File: config.mk
export PLATFORM = sky130hd
export DESIGN_NAME = cordic_client_ctrl
export DESIGN_NICKNAME = d
export VERILOG_FILES = /design/src/rtl/cordic_client_pkg.sv /design/src/rtl/cordic_wdt_counter.sv /design/src/rtl/cordic_client_ctrl.sv
export SDC_FILE = /design/constraint.sdc
export NUM_CORES = 1
export LEC_CHECK = 0
export BUFFER_PORTS_ARGS = -buffer_cell sky130_fd_sc_hd__buf_2
export CELL_PAD_IN_SITES_DETAIL_PLACEMENT = 0
export CELL_PAD_IN_SITES_GLOBAL_PLACEMENT = 1
export CORE_MARGIN = 1
export CORE_UTILIZATION = 30
export CTS_BUF_LIST = sky130_fd_sc_hd__clkbuf_4 sky130_fd_sc_hd__clkbuf_8
export CTS_CLUSTER_DIAMETER = 60
export CTS_CLUSTER_SIZE = 24
export DETAILED_ROUTE_END_ITERATION = 7
export GPL_ROUTABILITY_DRIVEN = 0
export GPL_TIMING_DRIVEN = 0
export PLACE_DENSITY_LB_ADDON = 0.1
export SYNTH_ARGS = -nofsm -noshare
export SYNTH_HDL_FRONTEND = slang
export SYNTH_SLANG_ARGS = --single-unit
File: constraint.sdc
create_clock -name clk -period 4.5 [get_ports clk]
set_input_delay 0.45 -clock clk [delete_from_list [all_inputs] [get_ports clk]]
set_output_delay 0.45 -clock clk [all_outputs]
set_load 0.005 [all_outputs]
File: src/rtl/cordic_client_pkg.sv
// cordic_client_pkg
// Shared definitions for the CORDIC requester-side handshake controller:
// FSM state encoding, op codes and the default data width.
package cordic_client_pkg;

    localparam int W_DEFAULT = 32;

    localparam logic OP_COS = 1'b0;
    localparam logic OP_SIN = 1'b1;

    typedef enum logic [1:0] {
        S_IDLE  = 2'd0,
        S_START = 2'd1,
        S_WAIT  = 2'd2,
        S_ACK   = 2'd3
    } state_e;

endpackage

File: src/rtl/cordic_wdt_counter.sv
// cordic_wdt_counter
// Watchdog counter for the WAIT state. Counts enabled cycles after a clear;
// tc is high on the enabled cycle that brings the count to TIMEOUT, so the
// FSM leaves WAIT after exactly TIMEOUT stalled cycles.
// Ports:
//   clk, reset : clock, asynchronous active-high reset
//   clr        : synchronous clear (asserted the cycle before WAIT is entered)
//   en         : count this cycle
//   tc         : terminal count reached on this enabled cycle
module cordic_wdt_counter #(
    parameter int TIMEOUT = 255
) (
    input  logic clk,
    input  logic reset,
    input  logic clr,
    input  logic en,
    output logic tc
);

    localparam int CW = $clog2(TIMEOUT + 1);

    logic [CW-1:0] cnt_q, cnt_d;

    always_comb begin
        cnt_d = cnt_q;
        if (clr) begin
            cnt_d = '0;
        end else if (en) begin
            cnt_d = cnt_q + CW'(1);
        end
    end

    always_ff @(posedge clk or posedge reset) begin
        if (reset) begin
            cnt_q <= '0;
        end else begin
            cnt_q <= cnt_d;
        end
    end

    assign tc = en && (cnt_q == CW'(TIMEOUT - 1));

endmodule

File: src/rtl/cordic_client_ctrl.sv
// cordic_client_ctrl
// Requester side of the CORDIC start/ready/ACK handshake. Takes an operand
// from an upstream valid/ready stream, pulses cordic_beg, waits for
// cordic_ready, captures the result, pulses cordic_ack and offers the result
// on a downstream valid/ready stream. Handshake outputs are Moore decodes of
// the registered state.
// Build option: CORDIC_TIMEOUT_EN adds a WAIT watchdog (TIMEOUT cycles) and
// a sticky timeout_err flag; without it timeout_err is tied to 0.
// Ports:
//   clk, reset                      : clock, asynchronous active-high reset
//   in_valid/in_ready/in_angle/in_op: upstream operand stream
//   cordic_angle/cordic_op          : registered operand to the CORDIC
//   cordic_beg/cordic_ack           : start and result-taken pulses
//   cordic_ready/cordic_data        : CORDIC result level and data
//   out_valid/out_ready/out_data    : downstream result stream
//   busy                            : FSM not in IDLE
//   timeout_err                     : sticky watchdog abort flag
module cordic_client_ctrl
    import cordic_client_pkg::*;
#(
    parameter int W       = W_DEFAULT,
    parameter int TIMEOUT = 255
) (
    input  logic         clk,
    input  logic         reset,
    input  logic         in_valid,
    output logic         in_ready,
    input  logic [W-1:0] in_angle,
    input  logic         in_op,
    output logic [W-1:0] cordic_angle,
    output logic         cordic_op,
    output logic         cordic_beg,
    input  logic         cordic_ready,
    input  logic [W-1:0] cordic_data,
    output logic         cordic_ack,
    output logic         out_valid,
    input  logic         out_ready,
    output logic [W-1:0] out_data,
    output logic         busy,
    output logic         timeout_err
);

    if (TIMEOUT < 1) begin : g_bad_timeout
        $error("cordic_client_ctrl: TIMEOUT must be at least 1");
    end

    state_e       state_q, state_d;
    logic [W-1:0] cordic_angle_q, cordic_angle_d;
    logic         cordic_op_q, cordic_op_d;
    logic [W-1:0] out_data_q, out_data_d;
    logic         out_valid_q, out_valid_d;
    logic         accept, capture, wdt_expire;

    assign accept  = (state_q == S_IDLE) && in_valid;
    // A still-unread result blocks capture; the CORDIC keeps ready and data
    // stable until ACK, so holding off here loses nothing.
    assign capture = (state_q == S_WAIT) && cordic_ready && !out_valid_q;

`ifdef CORDIC_TIMEOUT_EN
    logic timeout_err_q, timeout_err_d;

    cordic_wdt_counter #(.TIMEOUT(TIMEOUT)) u_wdt (
        .clk   (clk),
        .reset (reset),
        .clr   (state_q == S_START),
        .en    ((state_q == S_WAIT) && !cordic_ready),
        .tc    (wdt_expire)
    );

    always_comb begin
        timeout_err_d = timeout_err_q;
        if (accept) begin
            timeout_err_d = 1'b0;
        end else if (wdt_expire) begin
            timeout_err_d = 1'b1;
        end
    end

    always_ff @(posedge clk or posedge reset) begin
        if (reset) begin
            timeout_err_q <= 1'b0;
        end else begin
            timeout_err_q <= timeout_err_d;
        end
    end

    assign timeout_err = timeout_err_q;
`else
    assign wdt_expire  = 1'b0;
    assign timeout_err = 1'b0;
`endif

    always_comb begin
        state_d = state_q;
        case (state_q)
            S_IDLE:  if (in_valid) state_d = S_START;
            S_START: state_d = S_WAIT;
            S_WAIT: begin
                if (capture) begin
                    state_d = S_ACK;
                end else if (wdt_expire) begin
                    state_d = S_IDLE;
                end
            end
            S_ACK:   state_d = S_IDLE;
            default: state_d = S_IDLE;
        endcase
    end

    always_comb begin
        cordic_angle_d = cordic_angle_q;
        cordic_op_d    = cordic_op_q;
        out_data_d     = out_data_q;
        out_valid_d    = out_valid_q;
        if (accept) begin
            cordic_angle_d = in_angle;
            cordic_op_d    = in_op;
        end
        // Downstream drain is state-independent; a capture on the same edge
        // overrides it.
        if (out_valid_q && out_ready) begin
            out_valid_d = 1'b0;
        end
        if (capture) begin
            out_data_d  = cordic_data;
            out_valid_d = 1'b1;
        end
    end

    always_ff @(posedge clk or posedge reset) begin
        if (reset) begin
            state_q        <= S_IDLE;
            cordic_angle_q <= '0;
            cordic_op_q    <= 1'b0;
            out_data_q     <= '0;
            out_valid_q    <= 1'b0;
        end else begin
            state_q        <= state_d;
            cordic_angle_q <= cordic_angle_d;
            cordic_op_q    <= cordic_op_d;
            out_data_q     <= out_data_d;
            out_valid_q    <= out_valid_d;
        end
    end

    assign in_ready     = (state_q == S_IDLE);
    assign cordic_beg   = (state_q == S_START);
    assign cordic_ack   = (state_q == S_ACK);
    assign busy         = (state_q != S_IDLE);
    assign cordic_angle = cordic_angle_q;
    assign cordic_op    = cordic_op_q;
    assign out_data     = out_data_q;
    assign out_valid    = out_valid_q;

endmodule
==> flow_summary.ini, run 1 <==
[logic_synthesis]
ys_seq_area_frac = 0.614
synth_area_leaders = dfrtp_1 (61%), mux2_4 (16%), mux2_2 (15%)
yosys.area_share.adder = 0.0226
synth_cell_types = 15
synthCells = 159
async_reset_ff_frac = 1.00
ys_top_cells_by_count = dfrtp_1 (68), mux2_2 (37), mux2_4 (29), buf_6 (6)
synthFlopType = dfrtp_1
synth_mux_area_frac = 0.307
syn_avg_cell_area_um2 = 17.4
synth_area_mm2 = 0.00277
synth_edf_count = 0
synth-simple-area-share = 0.0131
synth_top_area_cell = dfrtp_1
synth_nets = 234
synth-xor-area-share = 0
netlist.area_leader.share = 0.614
ys_seq_elements = 68
yosysMostFrequentCell = dfrtp_1
synth_top_family_by_area = multiplexers
synth_compound_area_frac = 0.00767
synth_warnings = 0

[detailed_routing]
drt_iter0_markers = 37
dr_total_vias = 1753
viasPerCell = 4.15
wl_per_cell_um = 13.3
drc_errors = 10
first_pass_iters = 6
routed_wl_um = 5590
ant_nets = 0

[cts]
cts_buffers = 9
htreeDepth = 3
cts.path.max_buffers = 2
cts_tree = built
postCtsSetupRepairBufs = 0
cts_resized = 0
insertion_delay_ns = 0.34
root_buffer = clkbuf_8
clk_pin_slew_ns = 0.08
clock_sinks = 68
ctsHoldBuffers = 0

[status]
status = complete, but fails checks
violations = DRC

[sta]
tightestPinTransition_ns = 0.837
finalWorstSetupSlack_ns = 2.78
max_freq_ghz = 0.581
fin_skew_ns = 0.00916
timing.final.crit_period_ns = 1.72
slew_headroom = 0.442
slew_violations = 0
finalCritPeriodShare = 0.382
tns_ns = 0
rsz0062_at_grt = no
finalSetupViolations = 0
hold_viol_final = 0

[floorplan]
die_height_um = 98.1
die_w_um = 98.1
initial_core_util = 0.313
ios = 141
core-area_mm2 = 0.00885
fp.dieArea_mm2 = 0.00963
row_count = 34

[place]
placed_area_mm2 = 0.00360
hpwl_um = 4080
io_buffer_count = 139
place_ws_ns = 2.93
dp.cells = 406

[critical_path]
arrival_ns = 1.27
r2r_cells = 5
critPathLaunchType = flop
cp_max_fo = 4
cp.required_ns = 4.05
worstSetupPathType = reg -> out
cp-end-kind = output port

[layout]
final_cell_count_no_fill = 422
post-route-util = 0.434
final_nets = 384
stdcell_area_mm2 = 0.00384
area_growth_pct = 38.6
layout-drive-gt1-share = 0.739
antenna_cells = 0

[global_route]
grt_max_degree = 69
gr-total-overflow = 0
grt_pass1_wl_um = 9180
grt_pass1_vias = 1798
antenna_found_initial = 0
grtUsageTotal = 0.126

[flow_run]
cap_violations = 0

[pwr]
ir_drop_mv = 0.237
power_density_mw_per_mm2 = 706
leakage_nw = 2.02

[worst_hold_path]
hp-class = in -> async
==> final cells by class <==
type	count	area, µm²
clock buffer	11	151
tap	108	135
buffer	7	75.1
sequential	68	1700
multi-input combinational	79	976
timing repair buffer	139	696
clock inverter	5	83.8
inverter	5	21.3
fill	877	5010
==> per-stage QoR <==
step / total power [W] / hold WS (ns)
after global placement: 0.00216 / 0.482
after global routing: 0.00292 / 0.258
after CTS: 0.00277 / 0.263
final: 0.00271 / 0.276
after floorplan: 0.00173 / 0.504
after detailed placement: 0.00217 / 0.488
==> cell families after synthesis <==
| logic type | Yosys count |
|---|---|
| AOI/OAI and AO/OA | 3 |
| adders and majority gates | 5 |
| buffers and inverters | 12 |
| DFF | 68 |
| muxes | 66 |
| other | 1 |
| and+or+nand+nor | 4 |
==> final timing paths <==
check,from,end,slack (ns)
worst max-delay path,state_q[0],busy,2.78
max in group asynchronous,reset,cordic_angle[20],3.67
worst min register to register,cordic_angle[14],cordic_angle[14],0.50
worst max register to register,state_q[0],cordic_angle[27],2.92
worst min-delay path,reset,cordic_angle[11],0.28
min in group clk,out_ready,out_valid,0.29
==> registers in the layout, indices dropped and copies added, names as in the netlist <==
signal        flops
cordic_angle     32
out_valid         1
out_data         32
state_q           2
cordic_op         1
==> layer usage <==
metal	GRT usage	part of all wire
met3	0.0623	0.096
met5	0	0
met1	0.157	0.43
met4	0.0455	0.010
met2	0.188	0.46
==> worst max-delay path, cell delays in order (launching register included) <==
cell	delay, ns
dfrtp_1	0.42
inv_1	0.12
ha_1	0.23
inv_1	0.05
buf_2	0.12
==> placed cells by master (no fill, tap or decap) <==
| master | n |
|---|---|
| buf_2 | 139 |
| nor2b_1 | 1 |
| conb_1 | 1 |
| buf_4 | 1 |
| inv_4 | 1 |
| bufinv_16 | 2 |
| nand2_2 | 1 |
| buf_6 | 6 |
| clkinv_4 | 1 |
| dfrtp_1 | 68 |
| ha_1 | 5 |
| o21ai_0 | 1 |
| mux2_4 | 29 |
| clkinvlp_4 | 2 |
| inv_1 | 4 |
| nand2b_1 | 1 |
| a21oi_1 | 1 |
| mux2_2 | 37 |
| o32a_2 | 1 |
| clkbuf_8 | 11 |
| nand3_4 | 1 |
==> report_power, final <==
part           switching, W  leakage (nW)  internal, W
Combinational      0.000377          1.11     0.000677
Sequential         0.000151         0.806     0.000927
Clock              0.000235         0.112     0.000343
Total              0.000764          2.02      0.00195
No activity file was read; power rests on OpenSTA's default activity.
==> run 2: changes to the inputs <==
Settings changed: ABC_AREA set to 1.
Clock period 4.5 ns to 1.8 ns, I/O delays scaled along.
==> run 2 against run 1 <==
  * The flow finishes with violations (DRC, hold timing)
  * Register-to-register slack got worse by 2.6 ns
  * Critical path depth increased by 1
  * Die area increased by 0.88%
  * Largest cell class unchanged
==> flow_summary.ini, run 2 <==
[layout]
area_growth_pct = 36.5
layout_commonest_cell = buf_2
final_nets = 533
final_cell_mix = buf_2 (148), nand2_1 (103), dfrtp_1 (68)
final_cell_count_no_fill = 570
antenna_cells = 0
layout-drive-gt1-share = 0.385

[detailed_routing]
wl_per_cell_um = 12.0
routed_wl_um = 6840
viasPerCell = 4.28
drt_iter0_markers = 71
dr_total_vias = 2437
first_pass_iters = 8
ant_nets = 0
drc_errors = 10

[critical_path]
worstSetupPathType = reg -> out
cpPeakStageDelay_ns = 0.41
r2r_cells = 8
cp_max_fo = 8
arrival_ns = 1.39
reg2reg_to = state_q[1]
crit_end = busy
cp-end-kind = output port
regToRegSetupSlack_ns = 0.37
r2r_start = state_q[1]
critPathLaunchType = flop
cp.required_ns = 1.62
cp_slowest_cell = dfrtp_1
worstPathCellList = inv_1, ha_1, buf_4, inv_2, buf_2
startpoint = state_q[1]

[floorplan]
ios = 141
initial_core_util = 0.315
die_w_um = 98.5
fp.dieArea_mm2 = 0.00971
core-area_mm2 = 0.00889
row_count = 34
die_height_um = 98.5

[pwr]
leakage_nw = 2.29
ir_drop_mv = 0.483
power_density_mw_per_mm2 = 1570

[logic_synthesis]
synthCells = 307
yosysMostFrequentCell = nand2_1
synth_edf_count = 0
async_reset_ff_frac = 1.00
synth_cell_types = 17
ys_seq_elements = 68
synth_warnings = 0
synth_area_mm2 = 0.00280
synth_area_leaders = dfrtp_1 (61%), nand2_1 (14%), nand3_1 (6.3%)
synth_nets = 382
ys_top_cells_by_count = nand2_1 (103), dfrtp_1 (68), inv_1 (36), nand3_1 (35), o21ai_1 (33)
netlist.area_leader.share = 0.609
synthFlopType = dfrtp_1
synth_top_area_cell = dfrtp_1
ys_seq_area_frac = 0.609
syn_avg_cell_area_um2 = 9.11

[cts]
root_buffer = clkbuf_8
clock_sinks = 68
cts_tree = built
clk_pin_slew_ns = 0.07
insertion_delay_ns = 0.33
cts.path.max_buffers = 2
cts_buffers = 9
htreeDepth = 3
postCtsSetupRepairBufs = 0

[global_route]
gr-total-overflow = 0
grt_pass1_wl_um = 11400
grt_pass1_vias = 2426
grtUsageTotal = 0.150
antenna_found_initial = 0
grt_max_degree = 36

[sta]
finalWorstSetupSlack_ns = 0.233
timing.final.crit_period_ns = 1.57
hold-worst-slack_ns = -0.0205
tns_ns = 0
hold_viol_final = 27
slew_headroom = 0.474
tightestPinTransition_ns = 0.787
rsz0062_at_grt = no
finalCritPeriodShare = 0.871
max_freq_ghz = 0.638
fin_skew_ns = 0.00630
slew_violations = 0
finalSetupViolations = 0

[flow_run]
cap_violations = 0

[place]
hpwl_um = 4990
dp.cells = 554
place_ws_ns = 0.339
io_buffer_count = 138

[worst_hold_path]
hp-class = in -> async

[status]
violations = DRC, hold timing
status = complete, but fails checks
run 2: cell count changes after synthesis, moves of 2 or more:
| cell | change |
|---|---|
| inv_2 | +2 |
| buf_2 | +10 |
| mux2_2 | -37 |
| nand2_1 | +103 |
| buf_4 | +4 |
| buf_6 | -3 |
| mux2_4 | -29 |
| o21ai_1 | +33 |
| inv_1 | +31 |
| nand3_1 | +35 |
run 2: timing repair:
item	4_1_cts	5_1_grt
resized for setup	0	0
setup endpoints to repair	0	0
hold endpoints to repair	1	0
hold buffers	1	0
run 2: critical path, delay by kind of cell (launching register included):
kind                     cells  cell delay (ns)
adder cells (fa/ha/maj)      1             0.18
buffers and inverters        4             0.46
flip-flops                   1             0.41
run 2: worst min path at each step:
stage	start	endpoint	cells after the start
global placement	out_ready	out_valid	2
floorplan	out_ready	out_valid	1
CTS	reset	out_data[27]	2
finish	reset	out_data[27]	2
detailed placement	out_ready	out_valid	2
global route	reset	out_data[27]	2
run 2: where the power goes:
group | switching (W) | internal [W] | total (W)
Sequential | 0.000360 | 0.00224 | 0.00260
Clock | 0.000543 | 0.000533 | 0.00108
Combinational | 0.00124 | 0.00108 | 0.00232
Total | 0.00214 | 0.00385 | 0.00600
run 2: cell families (layout without fill, tap and decap cells):
logic type / Yosys count / in the layout / share of synthesized area
flops: 68 / 68 / 0.609
buf+inv: 57 / 212 / 0.0958
other cells: 1 / 1 / 0.00134
simple gates: 142 / 142 / 0.211
fa+ha+maj: 5 / 5 / 0.0224
compound gates: 34 / 34 / 0.0608
run 2: through the flow:
| stage | instance area [µm²] | total power, W | util |
|---|---|---|---|
| after floorplan | 2800 | 0.00388 | - |
| after global placement | 3630 | 0.00497 | 0.408 |
| final | 3820 | 0.00600 | 0.429 |
| after global routing | 3820 | 0.00658 | 0.429 |
| after CTS | 3820 | 0.00613 | 0.429 |
| after detailed placement | 3650 | 0.00502 | 0.410 |
run 2: per-layer routing:
| metal | wire, µm | share of wire | up-vias | track usage |
|---|---|---|---|---|
| met1 | 3080 | 0.45 | 1092 | 0.185 |
| met3 | 548 | 0.080 | 9 | 0.0433 |
| met5 | 0 | 0 | - | 0 |
| met4 | 112 | 0.016 | 0 | 0.0654 |
| met2 | 3100 | 0.45 | 87 | 0.244 |
| li1 | - | - | 1249 | - |
run 2: final cells by class:
type / instances / area, µm²
repair buffers: 140 / 721
fillers: 940 / 5070
flip-flops and latches: 68 / 1700
plain buffers: 19 / 125
clock buffers: 12 / 146
well taps: 108 / 135
clock inverters: 3 / 15.0
inverters: 38 / 146
multi-input cells: 182 / 827
